**src/rtl/halut_pkg.sv**
```systemverilog
// halut_pkg: shared constants, fp16 field widths and FSM state type for the halut tree encoder.
package halut_pkg;
    localparam int TREE_DEPTH = 4;
    localparam int DATA_WIDTH = 16;
    localparam int FP_SIGN_W  = 1;
    localparam int FP_EXP_W   = 5;
    localparam int FP_MAN_W   = 10;
    typedef enum logic [1:0] {IDLE, RUN, DONE} state_e;
endpackage

```
**src/rtl/fp_16_comparision.sv**
```systemverilog
// fp_16_comparision: combinational strict a > b on fp16 bit patterns (sign, then exponent, then mantissa).
module fp_16_comparision
    import halut_pkg::*;
(
    input  logic [DATA_WIDTH-1:0] a_i,
    input  logic [DATA_WIDTH-1:0] b_i,
    output logic                  gt_o
);
    localparam int MagW = FP_EXP_W + FP_MAN_W;
    logic                a_s, b_s;
    logic [MagW-1:0]     a_m, b_m;
    assign a_s = a_i[MagW +: FP_SIGN_W];
    assign b_s = b_i[MagW +: FP_SIGN_W];
    assign a_m = a_i[MagW-1:0];
    assign b_m = b_i[MagW-1:0];
    // Exponent sits above mantissa, so one magnitude compare orders both; negatives invert it.
    always_comb gt_o = (a_s != b_s) ? ~a_s : (a_s ? (a_m < b_m) : (a_m > b_m));
endmodule

```
**src/rtl/halut_threshold_rf.sv**
```systemverilog
// halut_threshold_rf: NumNodes x DataWidth threshold register file, sync write, async read, sync reset.
module halut_threshold_rf
    import halut_pkg::*;
#(
    parameter int AddrWidth = TREE_DEPTH,
    parameter int DataWidth = DATA_WIDTH
) (
    input  logic                 clk_i,
    input  logic                 rst_i,
    input  logic                 we_i,
    input  logic [AddrWidth-1:0] waddr_i,
    input  logic [DataWidth-1:0] wdata_i,
    input  logic [AddrWidth-1:0] raddr_i,
    output logic [DataWidth-1:0] rdata_o
);
    localparam int NumNodes = 2**AddrWidth - 1;
    logic [DataWidth-1:0] mem_q [NumNodes];
    always_ff @(posedge clk_i) begin
        if (rst_i) begin
            for (int i = 0; i < NumNodes; i++) mem_q[i] <= '0;
        end else if (we_i) begin
            mem_q[waddr_i] <= wdata_i;
        end
    end
    assign rdata_o = (raddr_i < AddrWidth'(NumNodes)) ? mem_q[raddr_i] : '0;
endmodule

```
**src/rtl/halut_tree_encoder.sv**
```systemverilog
// halut_tree_encoder: walks a balanced fp16 threshold tree one level per cycle, emitting the leaf index.
module halut_tree_encoder
    import halut_pkg::*;
#(
    parameter int TreeDepth = TREE_DEPTH,
    parameter int DataWidth = DATA_WIDTH
) (
    input  logic                           clk_i,
    input  logic                           rst_i,
    input  logic                           in_valid_i,
    output logic                           in_ready_o,
    input  logic [TreeDepth*DataWidth-1:0] in_feat_i,
    output logic                           out_valid_o,
    input  logic                           out_ready_i,
    output logic [TreeDepth-1:0]           out_idx_o,
    input  logic                           cfg_we_i,
    input  logic [TreeDepth-1:0]           cfg_addr_i,
    input  logic [DataWidth-1:0]           cfg_data_i,
    output logic                           cfg_err_o,
    output logic                           busy_o
);
    localparam int NumNodes = 2**TreeDepth - 1;
    localparam int LvlW     = $clog2(TreeDepth);
    state_e                         state_q, state_d;
    logic [LvlW-1:0]                level_q, level_d;
    logic [TreeDepth-1:0]           idx_q, idx_d;
    logic [TreeDepth*DataWidth-1:0] feat_q, feat_d;
    logic                           cfg_err_q, cfg_err_d;
    logic                           cfg_ok, cmp;
    logic [TreeDepth-1:0]           node;
    logic [DataWidth-1:0]           thr, feat;
    // Level l nodes start at 2**l - 1; idx holds the decisions taken so far.
    assign node = (TreeDepth'(1) << level_q) - TreeDepth'(1) + idx_q;
    assign feat = feat_q[level_q*DataWidth +: DataWidth];
    assign cfg_ok    = cfg_we_i & (state_q != RUN) & (cfg_addr_i < TreeDepth'(NumNodes));
    assign cfg_err_d = cfg_we_i & ~cfg_ok;
    halut_threshold_rf #(.AddrWidth(TreeDepth), .DataWidth(DataWidth)) u_rf (
        .clk_i  (clk_i),
        .rst_i  (rst_i),
        .we_i   (cfg_ok),
        .waddr_i(cfg_addr_i),
        .wdata_i(cfg_data_i),
        .raddr_i(node),
        .rdata_o(thr)
    );
    fp_16_comparision u_cmp (.a_i(feat), .b_i(thr), .gt_o(cmp));
    always_ff @(posedge clk_i) begin
        if (rst_i) begin
            state_q   <= IDLE;
            level_q   <= '0;
            idx_q     <= '0;
            feat_q    <= '0;
            cfg_err_q <= 1'b0;
        end else begin
            state_q   <= state_d;
            level_q   <= level_d;
            idx_q     <= idx_d;
            feat_q    <= feat_d;
            cfg_err_q <= cfg_err_d;
        end
    end
    always_comb begin
        state_d = state_q;
        level_d = level_q;
        idx_d   = idx_q;
        feat_d  = feat_q;
        case (state_q)
            IDLE: if (in_valid_i) begin
                state_d = RUN;
                level_d = '0;
                idx_d   = '0;
                feat_d  = in_feat_i;
            end
            RUN: begin
                idx_d   = {idx_q[TreeDepth-2:0], cmp};
                level_d = level_q + LvlW'(1);
                state_d = (level_q == LvlW'(TreeDepth-1)) ? DONE : RUN;
            end
            DONE:    state_d = out_ready_i ? IDLE : DONE;
            default: state_d = IDLE;
        endcase
    end
    assign in_ready_o  = state_q == IDLE;
    assign out_valid_o = state_q == DONE;
    assign busy_o      = state_q == RUN;
    assign out_idx_o   = idx_q;
    assign cfg_err_o   = cfg_err_q;
endmodule

```
**config.mk**
```make
export PLATFORM = sky130hd
export DESIGN_NAME = halut_tree_encoder
export DESIGN_NICKNAME = d
export VERILOG_FILES = /design/src/rtl/halut_pkg.sv /design/src/rtl/fp_16_comparision.sv /design/src/rtl/halut_threshold_rf.sv /design/src/rtl/halut_tree_encoder.sv
export SDC_FILE = /design/constraint.sdc
export NUM_CORES = 1
export LEC_CHECK = 0
export ABC_AREA = 1
export BUFFER_PORTS_ARGS = -buffer_cell sky130_fd_sc_hd__buf_2
export CAP_MARGIN = 20
export CORE_UTILIZATION = 30
export DETAILED_ROUTE_END_ITERATION = 16
export GPL_TIMING_DRIVEN = 0
export PLACE_DENSITY = 0.47
export SLEW_MARGIN = 20
export SYNTH_ARGS = -nofsm -noshare
export SYNTH_HDL_FRONTEND = slang
export SYNTH_SLANG_ARGS = --single-unit
```
**constraint.sdc**
```tcl
create_clock -name clk_i -period 5.16 [get_ports clk_i]
set_input_delay 1.032 -clock clk_i [delete_from_list [all_inputs] [get_ports clk_i]]
set_output_delay 1.032 -clock clk_i [all_outputs]
set_load 0.01 [all_outputs]
```
==> flow_metrics.tcl, run 1 <==
set metrics [dict create \
    status "complete, no violations" \
    vias_per_cell 4.99 \
    fp.dieH_um 222 \
    nets 1809 \
    cap_violations 0 \
    place_area_mm2 0.0158 \
    cts.htree.levels 2 \
    area_growth_pct 16.4 \
    cp_num_buf_inv 6 \
    finalSetupViolCount 0 \
    worstSetupStartpointType "flop" \
    wl_per_cell_um 21.6 \
    cpMaxStageDelayCell "fa_2" \
    seqPwrFrac 0.391 \
    io-pin-count 97 \
    combPwrFrac 0.280 \
    holdCritStartpoint "feat_q[15]$_SDFFE_PP0P_" \
    drive_above_1_share 0.143 \
    p_clk_frac 0.329 \
    tightest_slew_ps 1180 \
    required_ps 5610 \
    vdd_drop_max_mv 0.187 \
    period_needed_ps 4700 \
    routed_wl_mm 50.4 \
    fmax_ghz 0.213 \
    fin_skew_ps 21.1 \
    netlist_area_mm2 0.0145 \
    ff2ff_setup_slack_ps 460 \
    diodes 0 \
    synth_area_per_cell_um2 9.29 \
    dr.pass1.iters 6 \
    io_buffers 95 \
    worstRegToRegCells 27 \
    min_path_type "flop to flop" \
    postRouteAntennaNets 0 \
    ys_seq_area_frac 0.602 \
    multi_input_area_mm2 0.00510 \
    regArea_mm2 0.00873 \
    rsz0062_at_grt "false" \
    synth.distinct_cells 37 \
    vias 11600 \
    crit_path_end_kind "flop" \
    p_leak_nw 6.81 \
    final_cell_area_mm2 0.0169 \
    powerDensity_mw_per_mm2 439 \
    critical_path.startpoint "level_q[1]$_SDFFE_PP0P_" \
    gp_congestion 0.874 \
    numCtsBuffers 36 \
    p_sw_frac 0.354 \
    switching_power_w 0.00262 \
    post-route-util 0.354 \
    slowest_delay_ps 670 \
    report.final.slew_viol_count 0 \
    grt_pass1_wl_mm 73.7 \
    grt_max_degree 20 \
    start_util 0.304 \
    clk_latency_ps 540 \
    root_buffer "clkbuf_16" \
    ys_warn_count 0 \
    cpMostUsedCell "nand2_1" \
    die_w_um 222 \
    finalHoldViolations 0 \
    clkTransAtPathRegs_ps 60 \
    drc 0 \
    fin_crit_sh 0.911 \
    die-area_mm2 0.0492 \
    finalSetupTns_ps 0 \
    regToRegStartpoint "level_q[1]$_SDFFE_PP0P_" \
    drt-initial-drc-count 1194 \
    min_path_cells 2 \
    grt_pass1_vias 11400 \
    internal_power_w 0.00479 \
    gr-total-overflow 0 \
    slew_headroom 0.214 \
    grtUsageTotal 0.204 \
    clock-sinks 315 \
    n_fill_cell 4926 \
    fp-row-count 80 \
    clock_path_buffers 3 \
    core_area_mm2 0.0477 \
    total_power_w 0.00741 \
    worstSetupPathType "flop to flop" \
    ys_ff_latch 315 \
    worstPathMaxFanout 11 \
    crit_family "adder cells" \
    crit_arrival_ps 5160 \
    dpl.hpwl_mm 36.1 \
    critical_path_depth 27 \
    cts_tree "yes" \
    synthCells 1562 \
    grt_antenna_before_repair 0 \
]
==> state kept, by name (all words and copies together), names as in the netlist <==
signal,count
u_rf.mem_q,242
level_q,2
cfg_err_o,1
feat_q,64
out_idx_o,4
state_q,2
==> timing repair <==
item	CTS	global route
hold endpoints to repair	0	0
gates resized for setup	9	18
pin swaps	0	1
endpoints found under the setup margin	1	1
hold buffers	0	0
buffers inserted	1	2
==> logic make-up after synthesis <==
kind of cell	share of synthesized area
flip-flops	0.602
adder cells (fa/ha/maj)	0.0212
AND/OR/NAND/NOR	0.219
other	0.000258
AO/OA/AOI/OAI	0.110
buffers and inverters	0.0473
==> stage by stage <==
| step | setup slack (ps) | hold WS (ps) | std cells |
|---|---|---|---|
| after CTS | 23.7 | 463 | 2333 |
| final | 457 | 463 | 2335 |
| after floorplan | 1150 | 430 | 1563 |
| after global routing | 102 | 495 | 2335 |
| after global placement | -603 | 454 | 2273 |
| after detailed placement | -652 | 450 | 2273 |
==> tightest hold or removal path, delay by kind of cell, from the launching register on <==
| family | cells | cell delay, ps |
|---|---|---|
| buffers and inverters | 1 | 60 |
| DFF | 1 | 300 |
| AOI/OAI and AO/OA | 1 | 60 |
==> layout make-up <==
type | instances | share of cell area
Clock inverter | 12 | 0.00571
Inverter | 58 | 0.0133
Multi-Input combinational cell | 1081 | 0.302
Buffer | 106 | 0.0282
Sequential cell | 315 | 0.517
Clock buffer | 50 | 0.0587
Tap cell | 615 | 0.0456
Timing Repair Buffer | 98 | 0.0295
==> worst paths after layout <==
path / endpoint
setup / recovery: out_idx_o[0]$_SDFFE_PP0P_
hold / removal: feat_q[15]$_SDFFE_PP0P_
setup reg to reg: out_idx_o[0]$_SDFFE_PP0P_
hold reg to reg: feat_q[15]$_SDFFE_PP0P_
==> cells in the mapped netlist, drive strengths merged <==
cell	instances	area share
nor2	420	0.12
nand2	275	0.076
edfxtp	242	0.50
o21ai	129	0.045
a21oi	96	0.033
clkbuf	80	0.021
dfxtp	73	0.10
inv	56	0.014
nand3	52	0.018
buf	29	0.012
a22oi	23	0.012
ha	23	0.020
nor3	18	0.0085
o22ai	15	0.0065
a31oi	13	0.0056
a221o	4	0.0028
o221ai	3	0.0018
a211oi	2	0.0019
clkinv	2	0.00052
a32o	1	0.00069
conb	1	0.00026
fa	1	0.0014
nand4	1	0.00043
o2111ai	1	0.00060
o211ai	1	0.00052
o31ai	1	0.00052
==> metal layers <==
layer  global-route usage  vias to the layer above  share of wire
li1                     -                     5548              -
met1                0.271                     5551           0.43
met2                0.326                      447           0.45
met3               0.0396                       98          0.071
met4               0.0862                        0          0.042
met5                    0                        -              0
==> power groups by stage <==
stage	combinational [W]	clock [W]	sequential (W)
after floorplan	0.00119	0	0.00293
after global placement	0.00203	0	0.00295
after detailed placement	0.00204	0	0.00295
after CTS	0.00205	0.00247	0.00290
after global routing	0.00228	0.00257	0.00291
final	0.00208	0.00244	0.00290
==> cells in the final DEF (no fill, tap or decap), drive strengths merged, types with 4 or more instances in the layout <==
cell type	count
dfxtp	73
clkinv	10
a221o	4
nand2	275
edfxtp	242
ha	23
buf	125
nor2	420
o22ai	15
nor3	18
clkbuf	129
nand3	52
a22oi	23
inv	58
a21oi	96
o21ai	129
a31oi	13
No activity file was read; power rests on OpenSTA's default activity.
==> inputs of run 2 (changes only) <==
--- a/config.mk
+++ b/config.mk
@@ -6,8 +6,10 @@
 export NUM_CORES = 1
 export LEC_CHECK = 0
 export ABC_AREA = 1
+export ABC_CLOCK_PERIOD_IN_PS = 5160
 export BUFFER_PORTS_ARGS = -buffer_cell sky130_fd_sc_hd__buf_2
 export CAP_MARGIN = 20
+export CORE_ASPECT_RATIO = 0.9
 export CORE_UTILIZATION = 30
 export DETAILED_ROUTE_END_ITERATION = 16
 export GPL_TIMING_DRIVEN = 0
==> flow_metrics.tcl, run 2 (synthesized netlist as in run 1, its figures left out) <==
set metrics [dict create \
    status "complete, no violations" \
    vias_per_cell 5.05 \
    p_leak_nw 6.85 \
    vdd_drop_max_mv 0.248 \
    grtUsageTotal 0.211 \
    grt_pass1_vias 11000 \
    start_util 0.303 \
    regToRegStartpoint "level_q[1]$_SDFFE_PP0P_" \
    clkTransAtPathRegs_ps 60 \
    final_cell_area_mm2 0.0170 \
    postCtsHoldBufs 0 \
    clk_latency_ps 540 \
    diodes 0 \
    fmax_ghz 0.209 \
    io_buffers 95 \
    worstRegToRegCells 27 \
    crit_end "out_idx_o[0]$_SDFFE_PP0P_" \
    place_area_mm2 0.0158 \
    fin_crit_sh 0.929 \
    worst_hold_slack_ps 473 \
    final_common_cell "nor2_1" \
    grt_antenna_before_repair 0 \
    die_w_um 234 \
    powerDensity_mw_per_mm2 452 \
    finalSetupTns_ps 0 \
    seqPwrFrac 0.377 \
    critical_path.startpoint "level_q[1]$_SDFFE_PP0P_" \
    finalSetupViolCount 0 \
    gr-total-overflow 0 \
    rsz0062_at_grt "false" \
    largest_register_ffs 242 \
    crit_path_end_kind "flop" \
    combPwrFrac 0.278 \
    fp-row-count 76 \
    stdcell_count 2346 \
    p_sw_frac 0.350 \
    post-route-util 0.356 \
    dpl.hpwl_mm 36.7 \
    nets 1808 \
    fp.dieH_um 211 \
    root_buffer "clkbuf_16" \
    report.final.slew_viol_count 0 \
    gp_congestion 0.977 \
    die-area_mm2 0.0492 \
    tightest_slew_ps 1120 \
    numCtsBuffers 37 \
    required_ps 5620 \
    switching_power_w 0.00269 \
    max_flop_register "u_rf.mem_q" \
    core_area_mm2 0.0478 \
    clock_path_buffers 3 \
    worstSetupPathType "flop to flop" \
    fin_skew_ps 25.3 \
    cts.htree.levels 2 \
    cap_violations 0 \
    postRouteAntennaNets 0 \
    routed_wl_mm 51.9 \
    placed_cells 2282 \
    worstSetupStartpointType "flop" \
    wl_per_cell_um 22.1 \
    layout_common_cells "383 x nor2_1, 260 x nand2_1, 242 x edfxtp_1" \
    internal_power_w 0.00500 \
    area_growth_pct 17.3 \
    period_needed_ps 4800 \
    drc 0 \
    crit_arrival_ps 5250 \
    clock-sinks 315 \
    slew_headroom 0.251 \
    reg2reg_to "out_idx_o[0]$_SDFFE_PP0P_" \
    dr.pass1.iters 7 \
    grt_pass1_wl_mm 74.7 \
    io-pin-count 97 \
    worstPathMaxFanout 11 \
    min_path_type "flop to flop" \
    ff2ff_setup_slack_ps 360 \
    drt-initial-drc-count 1019 \
    finalHoldViolations 0 \
    cts_tree "yes" \
    vias 11900 \
    p_clk_frac 0.345 \
    drive_above_1_share 0.140 \
    grt_max_degree 20 \
]
-- run 2: changes by cell type in the layout (fill, tap and decap cells not counted), moves of 2 or more --
cell / before / now
clkbuf_16: 36 / 40
buf_4: 3 / 1
clkinv_1: 5 / 9
clkbuf_2: 14 / 10
bufinv_16: 1 / 3
buf_1: 9 / 11
-- run 2: worst min-delay path by stage --
| stage | slack, ps | end | depth (start not counted) | start |
|---|---|---|---|---|
| 2_1_floorplan | 430 | feat_q[15]$_SDFFE_PP0P_ | 2 | feat_q[15]$_SDFFE_PP0P_ |
| 3_3_place_gp | 450 | feat_q[15]$_SDFFE_PP0P_ | 2 | feat_q[15]$_SDFFE_PP0P_ |
| 3_5_place_dp | 470 | feat_q[47]$_SDFFE_PP0P_ | 2 | feat_q[47]$_SDFFE_PP0P_ |
| 4_1_cts | 480 | feat_q[15]$_SDFFE_PP0P_ | 2 | feat_q[15]$_SDFFE_PP0P_ |
| 5_1_grt | 500 | feat_q[37]$_SDFFE_PP0P_ | 2 | feat_q[37]$_SDFFE_PP0P_ |
| 6_report | 470 | feat_q[15]$_SDFFE_PP0P_ | 2 | feat_q[15]$_SDFFE_PP0P_ |
-- run 2: critical path, cell delays in order (launching register included) --
cell and delay, ps:
dfxtp_2 480, clkinvlp_4 190, ha_1 210, inv_1 50, ha_1 210, inv_1 50
ha_1 120, inv_1 50, fa_2 780, inv_1 220, clkbuf_2 270, nand3_1 130
o21ai_0 90, a31oi_1 330, o21ai_0 150, nand2_1 80, nand2_1 90, ha_1 290
nand2_1 70, nor2_1 140, nand2_1 60, nor2_1 170, nand2_1 70, nand2_1 110
nand2_1 60, nand2_1 70, nand2_1 50, a21oi_1 100
-- run 2: what timing repair did --
| item | in CTS | in global routing |
|---|---|---|
| resized for setup | 8 | 13 |
| cloned | 0 | 0 |
| setup buffers | 1 | 0 |
| endpoints found under the setup margin | 1 | 1 |
-- run 2: cell type report --
class,instances,area [um2]
plain buffers,106,470
clock buffers,51,1080
clock inverters,15,144
fillers,4920,30800
inverters,58,224
multi-input cells,1081,5100
flip-flops and latches,315,8730
well taps,624,781
repair buffers,96,483
-- run 2: per-layer routing --
layer / part of all wire / GRT usage / vias to the layer above
met2: 0.44 / 0.317 / 367
met5: 0 / 0 / -
met4: 0.027 / 0.0634 / 0
li1: - / - / 5560
met3: 0.056 / 0.0269 / 85
met1: 0.48 / 0.316 / 5839
-- run 2: per-stage QoR --
stage                     total power, W  worst slack [ps]
after floorplan                  0.00412              1150
after global placement           0.00501              -579
after detailed placement         0.00502              -594
after CTS                        0.00766              94.6
after global routing             0.00798              25.4
final                            0.00769               364
-- run 2: power by group through the flow --
stage          Combinational (W)  Sequential [W]  Clock (W)
4_1_cts                  0.00209         0.00290    0.00268
5_1_grt                  0.00230         0.00291    0.00277
6_report                 0.00213         0.00290    0.00265
3_3_place_gp             0.00206         0.00295          0
2_1_floorplan            0.00119         0.00293          0
3_5_place_dp             0.00208         0.00295          0
==> inputs of run 3 (changes only) <==
--- a/config.mk
+++ b/config.mk
@@ -10,11 +10,12 @@
 export BUFFER_PORTS_ARGS = -buffer_cell sky130_fd_sc_hd__buf_2
 export CAP_MARGIN = 20
 export CORE_ASPECT_RATIO = 0.9
-export CORE_UTILIZATION = 30
+export CORE_UTILIZATION = 61
 export DETAILED_ROUTE_END_ITERATION = 16
 export GPL_TIMING_DRIVEN = 0
-export PLACE_DENSITY = 0.47
+export PLACE_DENSITY = 0.82
 export SLEW_MARGIN = 20
 export SYNTH_ARGS = -nofsm -noshare
 export SYNTH_HDL_FRONTEND = slang
+export SYNTH_HIERARCHICAL = 1
 export SYNTH_SLANG_ARGS = --single-unit
==> flow_metrics.tcl, run 3 <==
set metrics [dict create \
    status "complete, no violations" \
    yosysMostFrequentCell "nand2_1" \
    synth-edff-count 256 \
    dr.pass1.iters 5 \
    wl_met2_mm 21.1 \
    drive_above_1_share 0.114 \
    diodes 0 \
    area_growth_pct 12.2 \
    cpMaxStageDelayCell "fa_1" \
    fp.dieH_um 158 \
    grt_pass1_vias 12700 \
    crit_path_end_kind "flop" \
    async_flop_share 0 \
    vdd_drop_max_mv 0.333 \
    crit_arrival_ps 5210 \
    syn-num-nets 2128 \
    grtUsageTotal 0.337 \
    largest_register_ffs 256 \
    grt_max_degree 17 \
    dpl.hpwl_mm 33.4 \
    slew_headroom 0.356 \
    wl_per_cell_um 18.5 \
    max_flop_register "u_rf/mem_q" \
    vias 14000 \
    drc 0 \
    netlist_area_mm2 0.0164 \
    io_buffers 96 \
    numCtsBuffers 34 \
    ys_top_cells_by_count "564 x nand2_1, 427 x nor2_1, 256 x edfxtp_1" \
    synth.distinct_cells 28 \
    layout_common_cells "564 x nand2_1, 427 x nor2_1, 256 x edfxtp_1" \
    cts_tree "yes" \
    clock_path_buffers 3 \
    worstSetupStartpointType "flop" \
    slowest_delay_ps 460 \
    synthCells 2015 \
    post-route-util 0.702 \
    die_w_um 175 \
    finalHoldViolations 0 \
    worstPathMaxFanout 11 \
    ys_ff_latch 329 \
    synth_area_per_cell_um2 8.16 \
    vias_per_cell 5.55 \
    wl_met3_mm 5.70 \
    ys_seq_area_frac 0.556 \
    wl_met1_mm 18.7 \
    cts.htree.levels 2 \
    fmax_ghz 0.210 \
    cpMostUsedCell "nand2_1" \
    fin_skew_ps 13.7 \
    synth-main-ff-cell "edfxtp_1" \
    crit_family "buffers and inverters" \
    postRouteAntennaNets 0 \
    report.final.slew_viol_count 0 \
    gp_congestion 0.941 \
    grt_pass1_wl_mm 69.4 \
    min_path_type "flop to flop" \
    n_fill_cell 2051 \
    worstSetupPathType "flop to flop" \
    cap_violations 0 \
    io-pin-count 97 \
    tightest_slew_ps 966 \
    synth_area_leader_cell "edfxtp_1" \
    clock-sinks 329 \
    clk_latency_ps 510 \
    clkTransAtPathRegs_ps 60 \
    root_buffer "clkbuf_16" \
    period_needed_ps 4760 \
    die-area_mm2 0.0276 \
    routed_wl_mm 46.6 \
    required_ps 5610 \
    p_leak_nw 8.62 \
    rsz0062_at_grt "false" \
    powerDensity_mw_per_mm2 403 \
    routed.top_layer "met4" \
    start_util 0.626 \
    ys_warn_count 6 \
    drt-initial-drc-count 1923 \
    nets 2263 \
    final_common_cell "nand2_1" \
    fp-row-count 56 \
    synth_area_leaders "edfxtp_1 47%, nand2_1 13%, nor2_1 9.7%, dfxtp_1 8.9%, inv_1 5.6%" \
    yosysTopAreaCellShare 0.467 \
    gr-total-overflow 0 \
    fin_crit_sh 0.923 \
    grt_antenna_before_repair 0 \
    cp_num_buf_inv 12 \
    core_area_mm2 0.0263 \
    finalSetupViolCount 0 \
    finalSetupTns_ps 0 \
]
==> run 3: cell types whose count changed after synthesis, sizes merged, moves of 23 or more <==
cell,before,now
nand2,275,579
inv,56,249
nand3,52,131
o21ai,129,51
a21oi,96,28
buf,29,93
nand3b,0,64
clkbuf,80,26
a22oi,23,0
==> run 3: final timing paths <==
kind / startpoint / endpoint / slack, ps / cells after the start
max: level_q[0]$_SDFFE_PP0P_ / out_idx_o[0]$_SDFFE_PP0P_ / 400 / 35
min: feat_q[6]$_SDFFE_PP0P_ / feat_q[6]$_SDFFE_PP0P_ / 490 / 2
max reg2reg: level_q[0]$_SDFFE_PP0P_ / out_idx_o[0]$_SDFFE_PP0P_ / 400 / 35
min reg2reg: feat_q[6]$_SDFFE_PP0P_ / feat_q[6]$_SDFFE_PP0P_ / 490 / 2
==> run 3: per-layer routing <==
layer / vias up / track usage
met1: 6578 / 0.473
met2: 779 / 0.535
li1: 6561 / -
met5: - / 0
met4: 0 / 0.0940
met3: 92 / 0.0704
==> run 3: kinds of logic after synthesis <==
group,count (synthesis),synth area share
simple gates,1212,0.307
buf+inv,370,0.0936
flops,329,0.556
compound gates,79,0.0240
fa+ha+maj,24,0.0187
xor+xnor,1,0.000533
==> run 3: report_power, final <==
part,total (W),switching [W],internal [W],leakage (nW)
Clock,0.00234,0.00100,0.00134,0.505
Combinational,0.00208,0.00147,0.000607,4.86
Sequential,0.00302,0.0000518,0.00297,3.25
Total,0.00744,0.00252,0.00492,8.62
==> run 3: cell type report <==
type / count / area [um2] / share of cell area
sequential: 329 / 9150 / 0.496
clock buffer: 41 / 898 / 0.0487
inverter: 251 / 947 / 0.0513
timing repair buffer: 100 / 510 / 0.0277
clock inverter: 20 / 150 / 0.00814
buffer: 118 / 593 / 0.0321
multi-input combinational: 1316 / 5770 / 0.313
tap: 348 / 435 / 0.0236
==> run 3: timing repair <==
action	in CTS	in global routing
hold buffers	0	0
resized for setup	0	3
setup buffers	0	2
endpoints found under the hold margin	0	0
setup endpoints to repair	0	1
==> run 3: worst register-to-register path, delay by kind of cell (launching register included) <==
family	cells	cell delay, ps
buf+inv	12	1430
compound gates	2	330
flops	1	340
xor+xnor	1	250
simple gates	15	1120
fa+ha+maj	5	1230
==> run 3: per-stage QoR <==
step	instances	instance area, um2	total power (W)	worst slack [ps]	hold slack (ps)
4_1_cts	2522	18400	0.00738	45.0	486
3_3_place_gp	2459	17400	0.00500	206	461
6_report	2523	18500	0.00744	397	485
2_1_floorplan	2015	16400	0.00439	958	450
5_1_grt	2523	18500	0.00776	24.1	504
3_5_place_dp	2461	17400	0.00506	102	472
